--- src/rtl/mmio_responder_pkg.sv ---
// Shared processor package: bus width, MMIO device map, opcodes and
// the active-low seven-segment glyph table used by the board I/O block.
package mmio_responder_pkg;

  localparam int MMIO_DBITS = 32;

  localparam logic [31:0] MMIO_ADDR_HEX  = 32'hF000_0000;
  localparam logic [31:0] MMIO_ADDR_LEDR = 32'hF000_0004;
  localparam logic [31:0] MMIO_ADDR_LEDG = 32'hF000_0008;
  localparam logic [31:0] MMIO_ADDR_KEY  = 32'hF000_0010;
  localparam logic [31:0] MMIO_ADDR_SW   = 32'hF000_0014;

  localparam logic [5:0] OP_RTYPE = 6'h00;
  localparam logic [5:0] OP_ADDI  = 6'h08;
  localparam logic [5:0] OP_BEQ   = 6'h04;
  localparam logic [5:0] OP_LW    = 6'h23;
  localparam logic [5:0] OP_SW    = 6'h2B;

  typedef enum logic [2:0] {
    DEV_NONE,
    DEV_HEX,
    DEV_LEDR,
    DEV_LEDG,
    DEV_KEY,
    DEV_SW
  } devSel_e;

  // Segment order is {g,f,e,d,c,b,a}; a 0 lights the segment.
  function automatic logic [6:0] segPattern(input logic [3:0] nibble);
    logic [6:0] seg;
    case (nibble)
      4'h0:    seg = 7'b1000000;
      4'h1:    seg = 7'b1111001;
      4'h2:    seg = 7'b0100100;
      4'h3:    seg = 7'b0110000;
      4'h4:    seg = 7'b0011001;
      4'h5:    seg = 7'b0010010;
      4'h6:    seg = 7'b0000010;
      4'h7:    seg = 7'b1111000;
      4'h8:    seg = 7'b0000000;
      4'h9:    seg = 7'b0010000;
      4'hA:    seg = 7'b0001000;
      4'hB:    seg = 7'b0000011;
      4'hC:    seg = 7'b1000110;
      4'hD:    seg = 7'b0100001;
      4'hE:    seg = 7'b0000110;
      default: seg = 7'b0001110;
    endcase
    return seg;
  endfunction

endpackage

--- src/rtl/sevenseg_decoder.sv ---
// Hex nibble to active-low seven-segment drive.
module sevenseg_decoder
  import mmio_responder_pkg::*;
(
  input  logic [3:0] digit,
  output logic [6:0] segments
);

  assign segments = segPattern(digit);

endmodule

--- src/rtl/mmio_responder.sv ---
// Memory-mapped board I/O: HEX/LED output registers plus debounced KEY/SW
// inputs with press-sticky bits, answered with zero-cycle load latency.
module mmio_responder
  import mmio_responder_pkg::*;
#(
  parameter int               DBITS           = MMIO_DBITS,
  parameter logic [DBITS-1:0] ADDR_HEX        = DBITS'(MMIO_ADDR_HEX),
  parameter logic [DBITS-1:0] ADDR_LEDR       = DBITS'(MMIO_ADDR_LEDR),
  parameter logic [DBITS-1:0] ADDR_LEDG       = DBITS'(MMIO_ADDR_LEDG),
  parameter logic [DBITS-1:0] ADDR_KEY        = DBITS'(MMIO_ADDR_KEY),
  parameter logic [DBITS-1:0] ADDR_SW         = DBITS'(MMIO_ADDR_SW),
  parameter logic [15:0]      DEBOUNCE_CYCLES = 16'd50000
) (
  input  logic             clk,
  input  logic             reset_n,
  input  logic [DBITS-1:0] addr,
  input  logic [DBITS-1:0] wdata,
  input  logic             we,
  input  logic             re,
  output logic [DBITS-1:0] rdata,
  output logic             hit,
  input  logic [3:0]       KEY,
  input  logic [9:0]       SW,
  output logic [6:0]       HEX0,
  output logic [6:0]       HEX1,
  output logic [6:0]       HEX2,
  output logic [6:0]       HEX3,
  output logic [9:0]       LEDR,
  output logic [7:0]       LEDG
);

  localparam int              NIN     = 14;
  localparam int              CNT_W   = $clog2(DEBOUNCE_CYCLES) + 1;
  localparam logic [CNT_W-1:0] CNT_MAX = CNT_W'(DEBOUNCE_CYCLES - 16'd1);
  // KEY lives in bits [3:0] and idles released (high); SW in bits [13:4].
  localparam logic [NIN-1:0]  ACC_RST = {10'h000, 4'hF};

  devSel_e          devSel;
  logic [15:0]      hexReg;
  logic [9:0]       ledrReg;
  logic [7:0]       ledgReg;
  logic [3:0]       stickyReg;
  logic [3:0]       stickyNext;
  logic [3:0]       pressed;
  logic [3:0]       keyPressSet;
  logic             clearKey;
  logic [NIN-1:0]   sync1Reg;
  logic [NIN-1:0]   syncReg;
  logic [NIN-1:0]   acceptedReg;
  logic [NIN-1:0]   acceptedNext;
  logic [NIN-1:0]   differs;
  logic [NIN-1:0]   acceptStrobe;
  logic [CNT_W-1:0] cntReg  [NIN];
  logic [CNT_W-1:0] cntNext [NIN];
  logic [6:0]       hexSeg  [4];
  logic [DBITS-1:0] readData;
  logic             unusedBits;

  always_comb begin
    devSel = DEV_NONE;
    if (addr == ADDR_HEX)       devSel = DEV_HEX;
    else if (addr == ADDR_LEDR) devSel = DEV_LEDR;
    else if (addr == ADDR_LEDG) devSel = DEV_LEDG;
    else if (addr == ADDR_KEY)  devSel = DEV_KEY;
    else if (addr == ADDR_SW)   devSel = DEV_SW;
  end

  assign hit      = (devSel != DEV_NONE);
  assign clearKey = we && (devSel == DEV_KEY);

  always_ff @(posedge clk or negedge reset_n) begin
    if (!reset_n) begin
      hexReg  <= '0;
      ledrReg <= '0;
      ledgReg <= '0;
    end else if (we) begin
      if (devSel == DEV_HEX)  hexReg  <= wdata[15:0];
      if (devSel == DEV_LEDR) ledrReg <= wdata[9:0];
      if (devSel == DEV_LEDG) ledgReg <= wdata[7:0];
    end
  end

  // Counter only runs while the synchronized input disagrees with the
  // accepted value, so any bounce shorter than DEBOUNCE_CYCLES is dropped.
  genvar gi;
  generate
    for (gi = 0; gi < NIN; gi++) begin : gDebounce
      assign differs[gi]      = syncReg[gi] != acceptedReg[gi];
      assign acceptStrobe[gi] = differs[gi] && (cntReg[gi] == CNT_MAX);
      assign cntNext[gi]      = (!differs[gi] || acceptStrobe[gi]) ? '0
                                : cntReg[gi] + CNT_W'(1);
      assign acceptedNext[gi] = acceptStrobe[gi] ? syncReg[gi] : acceptedReg[gi];
    end
  endgenerate

  always_ff @(posedge clk or negedge reset_n) begin
    if (!reset_n) begin
      sync1Reg    <= '0;
      syncReg     <= '0;
      acceptedReg <= ACC_RST;
      for (int i = 0; i < NIN; i++) cntReg[i] <= '0;
    end else begin
      sync1Reg    <= {SW, KEY};
      syncReg     <= sync1Reg;
      acceptedReg <= acceptedNext;
      for (int i = 0; i < NIN; i++) cntReg[i] <= cntNext[i];
    end
  end

  // A press is accepted on the same edge that the sticky bit is set.
  assign pressed     = ~acceptedReg[3:0];
  assign keyPressSet = acceptStrobe[3:0] & acceptedReg[3:0];
  assign stickyNext  = (stickyReg & ~{4{clearKey}}) | keyPressSet;

  always_ff @(posedge clk or negedge reset_n) begin
    if (!reset_n) stickyReg <= '0;
    else          stickyReg <= stickyNext;
  end

  always_comb begin
    readData = '0;
    if (re) begin
      case (devSel)
        DEV_HEX:  readData = DBITS'(hexReg);
        DEV_LEDR: readData = DBITS'(ledrReg);
        DEV_LEDG: readData = DBITS'(ledgReg);
        DEV_KEY:  readData = DBITS'({stickyReg, pressed});
        DEV_SW:   readData = DBITS'(acceptedReg[13:4]);
        default:  readData = '0;
      endcase
    end
  end

  assign rdata = readData;
  assign LEDR  = ledrReg;
  assign LEDG  = ledgReg;

  generate
    for (gi = 0; gi < 4; gi++) begin : gHex
      sevenseg_decoder uDigit (
        .digit    (hexReg[gi*4 +: 4]),
        .segments (hexSeg[gi])
      );
    end
  endgenerate

  assign HEX0 = hexSeg[0];
  assign HEX1 = hexSeg[1];
  assign HEX2 = hexSeg[2];
  assign HEX3 = hexSeg[3];

  assign unusedBits = ^{wdata[DBITS-1:16], acceptStrobe[NIN-1:4]};

endmodule

--- config.mk ---
export PLATFORM = sky130hd
export DESIGN_NAME = mmio_responder
export DESIGN_NICKNAME = d
export VERILOG_FILES = /design/src/rtl/mmio_responder_pkg.sv /design/src/rtl/sevenseg_decoder.sv /design/src/rtl/mmio_responder.sv
export SDC_FILE = /design/constraint.sdc
export NUM_CORES = 1
export LEC_CHECK = 0
export ABC_AREA = 1
export CAP_MARGIN = 20
export CORE_MARGIN = 10
export CORE_UTILIZATION = 40
export DETAILED_ROUTE_END_ITERATION = 8
export PLACE_DENSITY = 0.69
export SKIP_LAST_GASP = 1
export SYNTH_ARGS = -nofsm -noshare
export SYNTH_HDL_FRONTEND = slang
export SYNTH_HIERARCHICAL = 1
export SYNTH_SLANG_ARGS = --single-unit
export TNS_END_PERCENT = 30
--- constraint.sdc ---
create_clock -name clk -period 1.7 [get_ports clk]
set_input_delay 0.255 -clock clk [delete_from_list [all_inputs] [get_ports clk]]
set_output_delay 0.255 -clock clk [all_outputs]
set_load 0.01 [all_outputs]
=== Word-level counts from Yosys, hierarchy flattened ===
Memory sizes are Yosys's and may differ from the RTL's.
Cells that the tools add are included.
Widths: inputs -> output; s select.

* Register bits: 318
* Memories: 4
* Output and inout bits: 79
* Logic and storage cells: 163
* Input port bits: 82
* Memory bits (read-only): 448

{| class="wikitable"
|+ Memory list
! memory !! words !! bits a word !! rd ports !! clocked after Yosys merged registers in !! write ports !! RTL line !! source
|-
| (no name shown) || 16 || 7 || 1 || 0 || 0 || mmio_responder_pkg.sv:31 || <nowiki>case (nibble)</nowiki>
|-
| (no name shown) || 16 || 7 || 1 || 0 || 0 || mmio_responder_pkg.sv:31 ||
|-
| (no name shown) || 16 || 7 || 1 || 0 || 0 || mmio_responder_pkg.sv:31 ||
|-
| (no name shown) || 16 || 7 || 1 || 0 || 0 || mmio_responder_pkg.sv:31 ||
|}

* Reduce and logical (&&, ||, !) cells: 47
* Multiplexer cells: 21
* Eq/ne operators: 38
* $add $sub $neg: 14
* Bitwise gates (word level): 5

{| class="wikitable"
|+ Operator list
! operator !! count
|-
| $add 17x1->17 const B || 14
|-
| $eq 17x16->1 const B || 14
|-
| $mux 17 || 14
|-
| $eq 32x32->1 const B || 5
|-
| $pmux 16 s5 || 1
|-
| $mux 16 || 1
|-
| $logic_and 1x1->1 || 15
|-
| $mux 3 || 5
|-
| $logic_not 1->1 || 14
|-
| $logic_or 1x1->1 || 14
|-
| $ne 1x1->1 || 14
|-
| $and 4x4->4 || 2
|-
| $not 4->4 || 2
|-
| $eq 3x2->1 const B || 2
|-
| $eq 3x3->1 const B || 2
|-
| $reduce_and 2->1 || 3
|-
| $or 4x4->4 || 1
|-
| $eq 3x1->1 const B || 1
|-
| $reduce_bool 3->1 || 1
|}

=== Longest topological paths before layout ===
Gate-level depths: netlist of run 1.

* Depth after elaboration: 11
* Depth in mapped cells: 13
* Depth with buffers taken out: 12

=== By module ===
The synthesis of run 1 kept the hierarchy.

{| class="wikitable"
|+ Modules (own cells, without submodules)
! module !! cells each !! area each (µm²) !! seq. area each (µm²) !! times used
|-
| mmio_responder || 1969 || 16032.9 || 7962.6 || 1
|-
| sevenseg_decoder || 49 || 274.0 || 0.0 || 4
|}

=== Worst setup path after synthesis of run 1 ===
Ideal clock, no wire load.

* Kind: input -> output
* Start: input port addr[15]
* End: output port rdata[8]
* Stages: 12
* Path slack: 14 ps
* Buffers on the path: 1
* Arrival time: 1431 ps
* Cells stage by stage: nor2_1 nand2_1 nor2_4 nand2_4 nor2_8 nand2_2 buf_6 nand3_4 nor2_4 inv_2 nand2_1 nor2_1

* Cells in the longest elaborated chain, start to end: 9

{| class="wikitable"
|+ RTL lines
! what !! RTL line !! source
|-
| from (decl) || mmio_responder.sv:16 || <nowiki>input logic [DBITS-1:0] addr,</nowiki>
|-
| $eq 32x32->1 || mmio_responder.sv:65 || <nowiki>else if (addr == ADDR_SW) devSel = DEV_SW;</nowiki>
|-
| $mux 3 || mmio_responder.sv:65 ||
|-
| $mux 3 || mmio_responder.sv:64 || <nowiki>else if (addr == ADDR_KEY) devSel = DEV_KEY;</nowiki>
|-
| $mux 3 || mmio_responder.sv:63 || <nowiki>else if (addr == ADDR_LEDG) devSel = DEV_LEDG;</nowiki>
|-
| $mux 3 || mmio_responder.sv:62 || <nowiki>else if (addr == ADDR_LEDR) devSel = DEV_LEDR;</nowiki>
|-
| $mux 3 * || mmio_responder.sv:61 || <nowiki>if (addr == ADDR_HEX) devSel = DEV_HEX;</nowiki>
|-
| $eq 3x3->1 (tied with other cells) || mmio_responder.sv:123 || <nowiki>case (devSel)</nowiki>
|-
| $pmux 16 s5 * || mmio_responder.sv:123 ||
|-
| $mux 16 * || mmio_responder.sv:122 || <nowiki>if (re) begin</nowiki>
|-
| to (decl) || mmio_responder.sv:20 || <nowiki>output logic [DBITS-1:0] rdata,</nowiki>
|}

Mark *: on every way between the ends. The rest lies on a longest branch, timed or not.

=== Worst setup path in the final report of run 1 ===
* Start: register hexReg[6]
* End: output port HEX1[1]

* Cells in the longest elaborated chain, start to end: 1

{| class="wikitable"
|+ RTL lines
! what !! RTL line !! source
|-
| from (decl) || mmio_responder.sv:39 || <nowiki>logic [15:0] hexReg;</nowiki>
|-
| from (signal assigned) || mmio_responder.sv:77 || <nowiki>if (devSel == DEV_HEX) hexReg <= wdata[15:0];</nowiki>
|-
| $mem_v2 16x7 || - ||
|-
| to (decl) || mmio_responder.sv:25 || <nowiki>output logic [6:0] HEX1,</nowiki>
|}

Every way passes these cells.

==> run_results.csv, run 1 <==
group,metric,value,unit
run_status,status,"finished, violations left",
run_status,violations,"setup timing",
sta,rsz0062_at_grt,"true",
placement,port_buffers,128,
setup_path,cp-start-kind,"flip-flop",
layout,drive_above_1_share,27.0,%
sta,tightest_slew,0.751,ns
sta,post-route-period-util,121,%
logic_synthesis,async_flop_share,100,%
layout,insertedDiodeCount,0,
logic_synthesis,synth_area,0.0171,mm2
sta,setup_violations,81,
setup_path,worstPathRequired,1.44,ns
logic_synthesis,synth_top_family_by_area,"simple AND/OR/NAND/NOR gates",
floorplanning,die_y,227,um
clock_network,cts_root_buffer,"clkbuf_16",
pwr,leakage,10.6,nW
clock_network,cts.sinks,318,
global_routing,track_usage,16.6,%
clock_network,cts_tree,"yes",
logic_synthesis,yosysWarningCount,6,
global_routing,antenna_found_initial,1,
route,drt-initial-drc-count,916,
sta,postLayoutSetupSlackWorst,-0.349,ns
floorplanning,rows,75,
layout,final_nets,2627,
placement,dpl_worst_slack,-1.18,ns
logic_synthesis,synthFlopType,"dfrtp_1",
logic_synthesis,yosys-mux-area-fraction,0.0657,%
logic_synthesis,synth-edff-count,0,
route,avgRoutedWirePerCell,14.9,um
pwr,vdd_drop_max,516,uV
sta,skew,0.0185,ns
setup_path,crit_fanout,6,
clock_network,cts_max_path_buffers,3,
floorplanning,core-area,0.0421,mm2
min_path,hp-class,"in -> async",
logic_synthesis,synthXorXnorAreaFrac,2.91,%
sta,hold_viol,0,
global_routing,grt_max_degree,67,
floorplanning,initial_core_util,40.7,%
route,drt-pass1-iter-count,5,
logic_synthesis,synth_seq_cells,318,
run,maxCapViolCount,0,
global_routing,grt-ovfl-total,0,
logic_synthesis,seq_area_frac_synth,46.5,%
floorplanning,chipWidth,227,um
sta,fmax,0.488,GHz
sta,min_period,2.05,ns
global_routing,grt_pass1_wl,71700,um
sta,relSlewSlack,49.9,%
logic_synthesis,yosys.area.top_type,"dfrtp_1",
setup_path,cp-end-kind,"output port",
placement,gp_congestion,0.907,
clock_network,cts_buffers,36,
logic_synthesis,synth-compound-area-share,5.54,%
layout,area_growth,35.2,%
clock_network,cts_max_level,2,
floorplanning,boundaryPins,161,
placement,dp_hpwl,31800,um
route,routed_wl,45700,um
route,vias,15600,
sta,slew_viol_final,0,
logic_synthesis,synthTopCellsByArea,"dfrtp_1 46%, nand2_1 9.8%, nor2_1 6.9%, inv_1 6.4%, nand3_1 3.9%",
logic_synthesis,synthCells,2165,
clock_network,clk_pin_slew,0.06,ns
route,vias_per_cell,5.10,
logic_synthesis,netlist.area_leader.share,45.9,%
clock_network,clock_latency,0.52,ns
route,drc_errors,0,
pwr,power_density,699,mW/mm2
floorplanning,die-area,0.0515,mm2
global_routing,grt_pass1_vias,15000,
setup_path,crit_type,"reg -> out",
logic_synthesis,synth_adder_area_share,3.07,%
logic_synthesis,avgSynthCellArea,7.91,um2
pwr,power,16.2,mW
route,ant_nets,0,
logic_synthesis,synth_cell_types,46,
logic_synthesis,synth-simple-area-share,33.4,%
setup_path,crit_arrival,1.79,ns
[power by group]
| group | switching [mW] | leakage (nW) | internal (mW) |
|---|---|---|---|
| Combinational | 0.471 | 5.76 | 0.333 |
| Sequential | 0.0824 | 4.29 | 7.68 |
| Clock | 3.02 | 0.570 | 4.60 |
[cells in the mapped netlist (46+ instances only)]
master,n
nand2_1,449
a21oi_1,56
xor2_1,48
o21ai_0,46
nand3_1,134
inv_1,290
nor3b_1,57
nor2_1,315
dfrtp_1,314
nor4_1,63
nor3_1,99
[final cells by class]
type	count	area (um2)
fill	3695	19000
multi-input combinational	1519	9140
sequential	318	7970
timing repair buffer	328	3030
inverter	299	1180
clock buffer	47	1000
tap	539	674
clock inverter	13	146
timing repair inverter	1	5.00
[layer usage]
layer	routed length (um)	GRT usage [%]	up-vias
met1	19900	21.4	7439
met5	8	0	-
met3	2660	2.91	75
met4	996	4.79	2
met2	22200	28.2	445
li1	-	-	7658
[registers in the layout, summed over array words and instances (netlist names)]
signal,cells
acceptedReg,14
cntReg,238
sync1Reg,14
stickyReg,4
syncReg,14
LEDG,8
LEDR,10
hexReg,16
[critical path, stage by stage (launching register included)]
cell and delay (ns):
dfrtp_2 0.48, inv_1 0.22, nand2_1 0.14, nand3_1 0.10, nand2_1 0.05, dlygate4sd2_1 0.28
[repair_timing]
action,CTS,global route
setup endpoints to repair,94,226
setup buffers,18,35
hold endpoints to repair,245,0
pin swaps,62,104
gates resized for setup,458,281
gates cloned,2,6
hold buffers,1,0
[metrics by stage]
stage          hold WS [ns]  area [um2]  utilization (%)  TNS, ns  std cells
2_1_floorplan       -0.0406       17200                -        0       2180
3_3_place_gp         0.0926       20100             47.8   -37.58       2945
3_5_place_dp         0.0954       20100             47.8   -40.42       2945
4_1_cts               0.148       21800             51.8   -13.94       3024
5_1_grt               0.152       23200             55.0   -24.31       3064
6_report              0.156       23200             55.0   -11.81       3064
[worst paths after layout]
kind | from | to | slack (ns) | depth (start not counted)
min in group clk | SW[8] | sync1Reg[12] | 0.18 | 1
worst min register to register | sync1Reg[10] | syncReg[10] | 0.35 | 0
max in group asynchronous | reset_n | cntReg[227] | 0.85 | 4
worst max-delay path | hexReg[6] | HEX1[1] | -0.35 | 5
worst max register to register | cntReg[170] | cntReg[182] | -0.05 | 9
worst min-delay path | reset_n | cntReg[167] | 0.16 | 2
[kinds of logic after synthesis]
group                    after synthesis
buffers and inverters                348
multiplexers                           1
XOR/XNOR                              57
other                                  1
flip-flops                           318
AND/OR/NAND/NOR                     1232
adder cells (fa/ha/maj)               42
AO/OA/AOI/OAI                        166
[cell usage in the layout, fill, tap and decap left out, drive strengths merged, types with 2 or more instances in the layout]
cell	synthesis	layout
or2	4	4
nor3b	60	60
a211oi	3	3
nand2	455	455
or3	10	10
clkinvlp	0	3
inv	296	292
nor3	106	106
conb	1	16
dlymetal6s2s	0	4
nand4	42	42
nand3	139	139
nor2	345	345
nand3b	5	5
xnor2	9	9
and2	2	2
clkdlybuf4s50	0	46
o211a	3	3
dfstp	4	4
nor4	64	64
dfrtp	314	314
xor2	48	48
buf	46	275
ha	42	42
clkinv	3	15
clkbuf	3	48
o21a	7	7
bufinv	0	3
o21ai	91	96
a21oi	56	56
o31ai	4	4
Note: power is estimated with default switching activity, not from simulation.
==> inputs of run 2 (changes only) <==
--- a/config.mk
+++ b/config.mk
@@ -6,7 +6,7 @@
 export NUM_CORES = 1
 export LEC_CHECK = 0
 export ABC_AREA = 1
-export CAP_MARGIN = 20
+export CAP_MARGIN = 10
 export CORE_MARGIN = 10
 export CORE_UTILIZATION = 40
 export DETAILED_ROUTE_END_ITERATION = 8
==> results of run 2 <==
Final layout, timing and power as in run 1 (identical DEF).
